File: config.mk
export PLATFORM = sky130hd
export DESIGN_NAME = ahb_arbiter_m2_flat
export DESIGN_NICKNAME = d
export VERILOG_FILES = /design/src/rtl/ahb_arbiter_m2_if.sv /design/src/rtl/ahb_arbiter_m2.sv /design/src/flat_wrapper.sv
export SDC_FILE = /design/constraint.sdc
export NUM_CORES = 1
export LEC_CHECK = 0
export BUFFER_PORTS_ARGS = -buffer_cell sky130_fd_sc_hd__buf_4
export CORE_AREA = 2 2 39 41
export DETAILED_ROUTE_END_ITERATION = 16
export DIE_AREA = 0 0 41 43
export GPL_TIMING_DRIVEN = 0
export PLACE_DENSITY = 0.71
export SLEW_MARGIN = 15
export SYNTH_ARGS = -nofsm -noshare
export SYNTH_HDL_FRONTEND = slang
export SYNTH_SLANG_ARGS = --single-unit
File: constraint.sdc
create_clock -name HCLK -period 3.8 [get_ports HCLK]
set_input_delay 0.76 -clock HCLK [delete_from_list [all_inputs] [get_ports HCLK]]
set_output_delay 0.76 -clock HCLK [all_outputs]
set_load 0.05 [all_outputs]
File: src/rtl/ahb_arbiter_m2_if.sv
// Purpose : bus-side signal bundle between two AHB masters and the 2-master arbiter.
// Latency : n/a (wires only); grants/HMASTER/HMASTLOCK are registered inside the arbiter.
// Backpressure: HREADY is the only stall; the arbiter freezes all state while it is low.
//
// Ports (modports):
//   slave  - arbiter view: requests, locks, HREADY/HTRANS/HBURST in; grants, HMASTER, HMASTLOCK out.
//   master - requester/bus view: the mirror image of slave.
interface ahb_arbiter_m2_if;
    logic       HBUSREQ_0;
    logic       HBUSREQ_1;
    logic       HLOCK_0;
    logic       HLOCK_1;
    logic       HREADY;
    logic [1:0] HTRANS;
    logic [2:0] HBURST;
    logic       HGRANT_0;
    logic       HGRANT_1;
    logic [3:0] HMASTER;
    logic       HMASTLOCK;

    modport slave (
        input  HBUSREQ_0, HBUSREQ_1, HLOCK_0, HLOCK_1, HREADY, HTRANS, HBURST,
        output HGRANT_0, HGRANT_1, HMASTER, HMASTLOCK
    );

    modport master (
        output HBUSREQ_0, HBUSREQ_1, HLOCK_0, HLOCK_1, HREADY, HTRANS, HBURST,
        input  HGRANT_0, HGRANT_1, HMASTER, HMASTLOCK
    );
endinterface

File: src/rtl/ahb_arbiter_m2.sv
// Purpose : 2-master AHB arbiter, round-robin with bus parking, burst-aware handover and lock support.
// Latency : grant changes at the edge accepting the next-to-last fixed-burst beat; HMASTER/HMASTLOCK follow one HREADY edge later.
// Backpressure: HREADY=0 freezes beat counter, grant, HMASTER and HMASTLOCK for any number of cycles.
//
// Ports:
//   HCLK     - bus clock, all state on rising edge
//   HRESETn  - asynchronous active-low reset
//   bus      - ahb_arbiter_m2_if.slave: HBUSREQ_x, HLOCK_x, HREADY, HTRANS, HBURST in;
//              HGRANT_x (one-hot), HMASTER (4'h0/4'h1), HMASTLOCK out
module ahb_arbiter_m2 #(
    parameter int unsigned DEFAULT_MASTER = 0
) (
    input  logic              HCLK,
    input  logic              HRESETn,
    ahb_arbiter_m2_if.slave   bus
);

    typedef enum logic {
        OWN_M0 = 1'b0,
        OWN_M1 = 1'b1
    } owner_e;

    localparam owner_e DEF_OWNER = (DEFAULT_MASTER != 0) ? OWN_M1 : OWN_M0;

    localparam logic [1:0] TR_IDLE   = 2'd0;
    localparam logic [1:0] TR_BUSY   = 2'd1;
    localparam logic [1:0] TR_NONSEQ = 2'd2;
    localparam logic [1:0] TR_SEQ    = 2'd3;

    owner_e     gnt_q, gnt_d;
    owner_e     last_q, last_d;
    logic [4:0] cnt_q, cnt_d;
    logic       hmaster_q, hmaster_d;
    logic       mlock_q, mlock_d;

    owner_e     pick;
    logic       lock_cur;
    logic       req_any;

    always_ff @(posedge HCLK or negedge HRESETn) begin
        if (!HRESETn) begin
            gnt_q     <= DEF_OWNER;
            last_q    <= DEF_OWNER;
            cnt_q     <= 5'd0;
            hmaster_q <= (DEF_OWNER == OWN_M1);
            mlock_q   <= 1'b0;
        end else begin
            gnt_q     <= gnt_d;
            last_q    <= last_d;
            cnt_q     <= cnt_d;
            hmaster_q <= hmaster_d;
            mlock_q   <= mlock_d;
        end
    end

    always_comb begin
        gnt_d     = gnt_q;
        last_d    = last_q;
        cnt_d     = cnt_q;
        hmaster_d = hmaster_q;
        mlock_d   = mlock_q;
        pick      = DEF_OWNER;
        lock_cur  = (gnt_q == OWN_M1) ? bus.HLOCK_1 : bus.HLOCK_0;
        req_any   = bus.HBUSREQ_0 | bus.HBUSREQ_1;

        if (bus.HREADY) begin
            // cnt holds the number of beats still to come after the one being accepted.
            unique case (bus.HTRANS)
                TR_IDLE:   cnt_d = 5'd0;
                TR_BUSY:   cnt_d = cnt_q;
                TR_NONSEQ: begin
                    unique case (bus.HBURST)
                        3'd0, 3'd1: cnt_d = 5'd0;
                        3'd2, 3'd3: cnt_d = 5'd3;
                        3'd4, 3'd5: cnt_d = 5'd7;
                        default:    cnt_d = 5'd15;
                    endcase
                end
                TR_SEQ:    cnt_d = (cnt_q != 5'd0) ? cnt_q - 5'd1 : 5'd0;
            endcase

            // Address-phase owner is whoever held the grant going into this edge.
            hmaster_d = (gnt_q == OWN_M1);
            mlock_d   = lock_cur;

            // cnt_d<=1 lets the grant move while the final beat's address is still
            // on the bus, so the next owner starts its address phase right after.
            if ((cnt_d <= 5'd1) && !lock_cur) begin
                unique case ({bus.HBUSREQ_1, bus.HBUSREQ_0})
                    2'b11:   pick = (last_q == OWN_M0) ? OWN_M1 : OWN_M0;
                    2'b01:   pick = OWN_M0;
                    2'b10:   pick = OWN_M1;
                    default: pick = DEF_OWNER;
                endcase
                // Parking never moves the round-robin pointer.
                if (req_any && (pick != gnt_q)) begin
                    last_d = pick;
                end
                gnt_d = pick;
            end
        end
    end

    assign bus.HGRANT_0  = (gnt_q == OWN_M0);
    assign bus.HGRANT_1  = (gnt_q == OWN_M1);
    assign bus.HMASTER   = {3'b000, hmaster_q};
    assign bus.HMASTLOCK = mlock_q;

endmodule

File: src/flat_wrapper.sv
// flat-port wrapper written by rule: the top's interface ports become plain ports
module ahb_arbiter_m2_flat 
#(
    parameter int unsigned DEFAULT_MASTER = 0
)
  (HCLK, HRESETn, bus_HBUSREQ_0, bus_HBUSREQ_1, bus_HLOCK_0, bus_HLOCK_1, bus_HREADY, bus_HTRANS, bus_HBURST, bus_HGRANT_0, bus_HGRANT_1, bus_HMASTER, bus_HMASTLOCK);
  ahb_arbiter_m2_if bus_i ();
  input  logic HCLK;
  input  logic HRESETn;
  input wire logic [$bits(bus_i.HBUSREQ_0)-1:0] bus_HBUSREQ_0;
  input wire logic [$bits(bus_i.HBUSREQ_1)-1:0] bus_HBUSREQ_1;
  input wire logic [$bits(bus_i.HLOCK_0)-1:0] bus_HLOCK_0;
  input wire logic [$bits(bus_i.HLOCK_1)-1:0] bus_HLOCK_1;
  input wire logic [$bits(bus_i.HREADY)-1:0] bus_HREADY;
  input wire logic [$bits(bus_i.HTRANS)-1:0] bus_HTRANS;
  input wire logic [$bits(bus_i.HBURST)-1:0] bus_HBURST;
  output wire logic [$bits(bus_i.HGRANT_0)-1:0] bus_HGRANT_0;
  output wire logic [$bits(bus_i.HGRANT_1)-1:0] bus_HGRANT_1;
  output wire logic [$bits(bus_i.HMASTER)-1:0] bus_HMASTER;
  output wire logic [$bits(bus_i.HMASTLOCK)-1:0] bus_HMASTLOCK;
  assign bus_i.HBUSREQ_0 = bus_HBUSREQ_0;
  assign bus_i.HBUSREQ_1 = bus_HBUSREQ_1;
  assign bus_i.HLOCK_0 = bus_HLOCK_0;
  assign bus_i.HLOCK_1 = bus_HLOCK_1;
  assign bus_i.HREADY = bus_HREADY;
  assign bus_i.HTRANS = bus_HTRANS;
  assign bus_i.HBURST = bus_HBURST;
  assign bus_HGRANT_0 = bus_i.HGRANT_0;
  assign bus_HGRANT_1 = bus_i.HGRANT_1;
  assign bus_HMASTER = bus_i.HMASTER;
  assign bus_HMASTLOCK = bus_i.HMASTLOCK;
  ahb_arbiter_m2 #(.DEFAULT_MASTER(DEFAULT_MASTER)) u_core (.HCLK(HCLK), .HRESETn(HRESETn), .bus(bus_i));
endmodule
# After elaboration in Yosys (flattened, before gate mapping)

Index checks and enable logic that the tools add are counted.

Reductions and logical operators: 11
$add $sub $neg: 1
Equal/unequal tests: 11
Order comparisons: 1
Multiplexer cells: 9
Bitwise operators: 2

Operators with widths:

| kind                                                                  | count |
|---|---|
| 5-bit case mux with 4 select lines                                    | 1 |
| 4-bit case mux with 3 select lines                                    | 1 |
| 5-bit two-way mux                                                     | 2 |
| 2-bit == test, second input constant                                  | 4 |
| 3-bit by 2-bit == test with 1-bit output, second input constant       | 2 |
| 3-bit == test, second input constant                                  | 2 |
| 2-bit OR reduction                                                    | 3 |
| 5-bit by 1-bit <= comparator with 1-bit output, second input constant | 1 |
| 5-bit nonzero test                                                    | 1 |
| 5-bit by 1-bit subtractor with 5-bit output, second input constant    | 1 |
| 1-bit two-way mux                                                     | 4 |
| 3-bit by 1-bit == test with 1-bit output, second input constant       | 1 |
| 3-bit logical NOT                                                     | 1 |
| 3-bit AND reduction                                                   | 1 |
| 2-bit by 1-bit == test with 1-bit output, second input constant       | 1 |
| 1-bit logical AND                                                     | 2 |
| 2-bit logical NOT                                                     | 1 |
| 1-bit case mux with 2 select lines                                    | 1 |
| 2-bit AND reduction                                                   | 1 |
| 1-bit logical NOT                                                     | 1 |
| 1-bit inequality test                                                 | 1 |
| 1-bit inverter                                                        | 1 |
| 1-bit OR                                                              | 1 |

Bits of input ports: 12
Output and inout bits: 7
Bits in registers: 9

# Depth between registers and ports, before layout

Depth in word-level cells: 12
Depth in mapped cells: 7

# Least setup slack after synthesis

OpenSTA, ideal clock, no wires.

Path type: input -> register
Start: input port bus_HBURST[2]
End: register u_core.gnt_q, in the netlist u_core.bus.HGRANT_1
Cell stages on the path: 5
Required time: 3,653 ps
Setup slack: 1,993 ps
Arrival time: 1,660 ps
Path through: and3b_1 > a31o_1 > nor4_2 > nand3_1 > mux2i_1

Longest elaborated chain between the ends: 8
Elaborated cells between the ends (all ways): 15
Classes of those cells: order compare (1); eq/ne (5); mux (3); reduce/logical (6)

Ends and longest elaborated chain:

| what                                             | line                 | RTL |
|---|---|---|
| from (decl)                                      | flat_wrapper.sv:16   | `input wire logic [$bits(bus_i.HBURST)-1:0] bus_HBURST;` |
| 3-bit == test (tied with other cells)            | ahb_arbiter_m2.sv:72 | `unique case (bus.HBURST)` |
| 2-bit OR reduction                               | ahb_arbiter_m2.sv:72 |  |
| 4-bit case mux with 3 select lines *             | ahb_arbiter_m2.sv:72 |  |
| 5-bit case mux with 4 select lines *             | ahb_arbiter_m2.sv:68 | `unique case (bus.HTRANS)` |
| 5-bit two-way mux *                              | ahb_arbiter_m2.sv:66 | `if (bus.HREADY) begin` |
| 5-bit by 1-bit <= comparator with 1-bit output * | ahb_arbiter_m2.sv:88 | `if ((cnt_d <= 5'd1) && !lock_cur) begin` |
| 1-bit logical AND *                              | ahb_arbiter_m2.sv:88 |  |
| 2-bit AND reduction (no source line) *           | -                    |  |
| to (signal assigned)                             | ahb_arbiter_m2.sv:48 | `gnt_q <= gnt_d;` |
| to (decl)                                        | ahb_arbiter_m2.sv:30 | `owner_e gnt_q, gnt_d;` |

Every way passes the cells marked *; elsewhere a longest branch is shown, timed or not. The select of a mux whose other input is x is not followed.
A chain may end at the register's enable or synchronous reset.

# Final worst setup path

Start: register u_core.cnt_q[0]
End: register u_core.gnt_q, in the netlist u_core.bus.HGRANT_1

Longest elaborated chain between the ends: 7
Elaborated cells between the ends (all ways): 8
Classes of those cells: add/sub (1); order compare (1); mux (3); reduce/logical (3)

Ends and longest elaborated chain:

| what                                                                              | line                 | RTL |
|---|---|---|
| from (decl)                                                                       | ahb_arbiter_m2.sv:32 | `logic [4:0] cnt_q, cnt_d;` |
| from (signal assigned)                                                            | ahb_arbiter_m2.sv:50 | `cnt_q <= cnt_d;` |
| 5-bit by 1-bit subtractor with 5-bit output or 5-bit nonzero test (tied branches) | ahb_arbiter_m2.sv:79 | `TR_SEQ: cnt_d = (cnt_q != 5'd0) ? cnt_q - 5'd1 : 5'd0;` |
| 5-bit two-way mux                                                                 | ahb_arbiter_m2.sv:79 |  |
| 5-bit case mux with 4 select lines *                                              | ahb_arbiter_m2.sv:68 |  |
| 5-bit two-way mux *                                                               | ahb_arbiter_m2.sv:66 |  |
| 5-bit by 1-bit <= comparator with 1-bit output *                                  | ahb_arbiter_m2.sv:88 |  |
| 1-bit logical AND *                                                               | ahb_arbiter_m2.sv:88 |  |
| 2-bit AND reduction (no source line) *                                            | -                    |  |

Marks and branches as above.

==> impl_results.html <==
<table>
<tr><th>Metric</th><th>Value</th></tr>
<tr><th colspan="2">Routing</th></tr>
<tr><td>Post-route ant nets</td><td>0</td></tr>
<tr><td>Average vias per placed instance</td><td>4.980</td></tr>
<tr><td>Remaining routing DRC violations</td><td>0</td></tr>
<tr><td>Count of vias placed by the detailed router</td><td>503</td></tr>
<tr><td>Post-detailed-routing wire length</td><td>1117 um</td></tr>
<tr><td>Detailed-router iteration count before antenna repair</td><td>3</td></tr>
<tr><td>Met2 WL</td><td>535 um</td></tr>
<tr><td>Starting DRT DRC Count</td><td>10</td></tr>
<tr><td>Max layer used</td><td>met4</td></tr>
<tr><td>Detailed-route wire length per cell</td><td>11.06 um</td></tr>
<tr><td>Metal3 WL</td><td>54 um</td></tr>
<tr><td>M1 WL</td><td>514 um</td></tr>
<tr><th colspan="2">Setup path</th></tr>
<tr><td>Worst path cell trace</td><td>inv_1, ha_1, nor3b_2, a21oi_2, a222oi_1, nand3_1, mux2i_1</td></tr>
<tr><td>Type of element capturing the critical path</td><td>register</td></tr>
<tr><td>Critical Path Slowest Stage Cell</td><td>a222oi_1</td></tr>
<tr><td>Reg-to-reg critical path endpoint</td><td>u_core.bus.HGRANT_1</td></tr>
<tr><td>Worst Path Buf+Inv</td><td>1</td></tr>
<tr><td>Maximum single-stage delay on the critical path</td><td>430 ps</td></tr>
<tr><td>Cells on worst reg2reg path</td><td>7</td></tr>
<tr><td>Critical R2R Launch</td><td>u_core.cnt_q[0]</td></tr>
<tr><td>Crit path required time</td><td>3950 ps</td></tr>
<tr><td>Critical path startpoint</td><td>u_core.cnt_q[0]</td></tr>
<tr><td>Arrival time reported for the critical path endpoint</td><td>2100 ps</td></tr>
<tr><td>Critical Path Fanout Max</td><td>5</td></tr>
<tr><td>Kind of cell adding the most delay to the critical path</td><td>compound AO/OA/AOI/OAI gates</td></tr>
<tr><td>Start-to-end type of the worst setup path</td><td>reg -&gt; reg</td></tr>
<tr><td>Type of element launching the critical path</td><td>register</td></tr>
<tr><td>Register-to-register path setup slack</td><td>1850 ps</td></tr>
<tr><th colspan="2">Timing</th></tr>
<tr><td>Pins Over Slew Limit</td><td>0</td></tr>
<tr><td>Final Skew</td><td>6.560 ps</td></tr>
<tr><td>Number of hold violations in the final report</td><td>0</td></tr>
<tr><td>Unrepaired setup endpoints after global routing</td><td>no</td></tr>
<tr><td>Hold Worst Slack</td><td>309.0 ps</td></tr>
<tr><td>Period utilisation layout</td><td>0.5130</td></tr>
<tr><td>Total Neg Setup Slack</td><td>0 ps</td></tr>
<tr><td>Maximum clock rate</td><td>0.5129 GHz</td></tr>
<tr><td>Relative slew slack</td><td>0.6472</td></tr>
<tr><td>Clock period minus final worst setup slack</td><td>1950 ps</td></tr>
<tr><td>Slew at the pin with the worst max-slew slack</td><td>529.1 ps</td></tr>
<tr><td>Setup violation total in the final timing report</td><td>0</td></tr>
<tr><th colspan="2">Clock network</th></tr>
<tr><td>Buffer levels on the longest clock path</td><td>2</td></tr>
<tr><td>Worst-skew pair later-pin latency</td><td>260 ps</td></tr>
<tr><td>Hold bufs inserted after CTS</td><td>0</td></tr>
<tr><td>CTS H-tree lvls</td><td>1</td></tr>
<tr><td>Num CTS Buffers</td><td>3</td></tr>
<tr><td>Clk slew on worst S/H paths</td><td>70 ps</td></tr>
<tr><td>Clock sink count</td><td>9</td></tr>
<tr><td>Setup Fix Bufs, Post-CTS</td><td>0</td></tr>
<tr><td>TritonCTS clock tree</td><td>yes</td></tr>
<tr><td>CTS root buf</td><td>clkbuf_4</td></tr>
<tr><td>CTS resizes</td><td>0</td></tr>
<tr><th colspan="2">Synth</th></tr>
<tr><td>Yosys synthesis warning count</td><td>0</td></tr>
<tr><td>Fraction of synthesis flops using an asynchronous set or reset pin</td><td>1.000</td></tr>
<tr><td>Most common flop cell mapped by yosys</td><td>dfrtp_1</td></tr>
<tr><td>Post-synth EDFFs</td><td>0</td></tr>
<tr><td>Avg Cell Area, Syn</td><td>8.970 um2</td></tr>
<tr><td>Cell area after synthesis</td><td>583.1 um2</td></tr>
<tr><td>Gate count after technology mapping</td><td>65</td></tr>
<tr><td>FF+latch count, synth</td><td>9</td></tr>
<tr><td>Post-synthesis sequential area ratio</td><td>0.3863</td></tr>
<tr><td>Number of distinct standard cells referenced by the synthesized netlist</td><td>31</td></tr>
<tr><th colspan="2">Die</th></tr>
<tr><td>Chip height</td><td>43 um</td></tr>
<tr><td>Die ar.</td><td>0.001763 mm2</td></tr>
<tr><td>Boundary pin count</td><td>19</td></tr>
<tr><td>Initial standard-cell utilization of the core</td><td>0.4213</td></tr>
<tr><td>Number of rows in the core area</td><td>14</td></tr>
<tr><td>Floorplan Core Area</td><td>0.001384 mm2</td></tr>
<tr><td>Horiz. Die Dim</td><td>41 um</td></tr>
<tr><th colspan="2">Global route</th></tr>
<tr><td>Gr usage total</td><td>0.1577</td></tr>
<tr><td>Global route total overflow</td><td>0</td></tr>
<tr><td>Wire length of the first global-routing pass</td><td>1883 um</td></tr>
<tr><td>Number of antenna violations at the first check in global routing</td><td>0</td></tr>
<tr><td>Vias in the first global route</td><td>474</td></tr>
<tr><td>Largest net degree at the start of global routing</td><td>11</td></tr>
<tr><th colspan="2">Final layout</th></tr>
<tr><td>Ant. Diodes</td><td>0</td></tr>
<tr><td>Share of the core filled with cells in the final layout</td><td>0.5371</td></tr>
<tr><td>Final Net Count</td><td>99</td></tr>
<tr><td>Area added between synthesis and finish</td><td>27.47%</td></tr>
<tr><td>Share of final-layout standard cells stronger than drive strength 1</td><td>0.3059</td></tr>
<tr><th colspan="2">Power</th></tr>
<tr><td>Max VDD drop</td><td>348.2 uV</td></tr>
<tr><td>Power per Cell Area</td><td>544.1 mW/mm2</td></tr>
<tr><td>Lkg Pwr</td><td>0.3619 nW</td></tr>
<tr><td>Power, Total</td><td>0.0004044 W</td></tr>
<tr><th colspan="2">Run</th></tr>
<tr><td>Reported max-cap violation count</td><td>0</td></tr>
<tr><th colspan="2">Placement</th></tr>
<tr><td>Final Wtd Congestion</td><td>0.7140</td></tr>
<tr><td>Detailed-placement wirelength estimate</td><td>910 um</td></tr>
<tr><td>Quantity of I/O buffers inserted on ports</td><td>14</td></tr>
<tr><th colspan="2">Run status</th></tr>
<tr><td>Outcome</td><td>complete, no violations</td></tr>
<tr><th colspan="2">Worst hold path</th></tr>
<tr><td>Tightest Hold Check Type</td><td>in -&gt; async</td></tr>
</table>
[worst max-delay path by stage]
stage	depth (start not counted)	to
global placement	5	u_core.bus.HGRANT_1
CTS	7	u_core.bus.HGRANT_1
detailed placement	5	u_core.bus.HGRANT_1
floorplan	5	u_core.bus.HGRANT_1
global route	7	u_core.last_q
finish	7	u_core.bus.HGRANT_1
[placed cells by master, fill, tap and decap left out, types with 2 or more instances in the layout]
| cell type | Yosys | final |
|---|---|---|
| a21oi_1 | 6 | 6 |
| buf_4 | 4 | 18 |
| clkbuf_4 | 0 | 3 |
| conb_1 | 1 | 3 |
| dfrtp_1 | 9 | 9 |
| inv_1 | 7 | 7 |
| mux2i_1 | 2 | 2 |
| nand2_1 | 6 | 6 |
| nor2_1 | 4 | 4 |
| nor2b_1 | 2 | 2 |
| o21ai_0 | 2 | 2 |
| o2bb2ai_1 | 2 | 2 |
[where the power goes]
part | switching, W | total (W) | internal (W)
Clock | 0.0000348 | 0.0000736 | 0.0000388
Sequential | 0.0000199 | 0.000138 | 0.000118
Combinational | 0.000122 | 0.000193 | 0.0000706
[metal layers]
layer,vias up,track usage
met5,-,0
met4,0,0.1000
met2,13,0.2500
li1,265,-
met3,2,0.01571
met1,223,0.1913
[logic make-up after synthesis]
group / synth area share
other cells: 0.006432
compound gates: 0.2275
fa+ha+maj: 0.02146
mux: 0.05365
xor+xnor: 0.01502
buf+inv: 0.1030
flops: 0.3863
simple gates: 0.1867
[metrics by stage]
step,area [um2],cells,setup WS [ps]
2_1_floorplan,590.6,67,1993
3_3_place_gp,715.7,97,1717
3_5_place_dp,715.7,97,1733
4_1_cts,743.2,101,1826
5_1_grt,743.2,101,1644
6_report,743.2,101,1850
[sequential cells by signal (all words and copies together), names as in the netlist]
| signal | flops |
|---|---|
| u_core.bus.HGRANT_1 | 1 |
| u_core.cnt_q | 5 |
| u_core.hmaster_q | 1 |
| u_core.bus.HMASTLOCK | 1 |
| u_core.last_q | 1 |
[synthesized netlist by cell type (2+ instances only)]
cell type	instances	area, um2
buf_4	4	30.03
nor2b_1	2	12.51
a21oi_1	6	30.03
mux2i_1	2	20.02
inv_1	7	26.28
o2bb2ai_1	2	17.52
nand2_1	6	22.52
o21ai_0	2	10.01
dfrtp_1	9	225.2
nor2_1	4	15.01
[cell type report]
cell class,instances,area (um2)
Fill cell,139,640.6
Tap cell,16,20.02
Inverter,7,26.28
Sequential cell,9,225.2
Timing Repair Buffer,14,105.1
Buffer,5,33.78
Multi-Input combinational cell,46,305.3
Clock inverter,1,5.005
Clock buffer,3,22.52
Power figures use the tool's default switching activity.
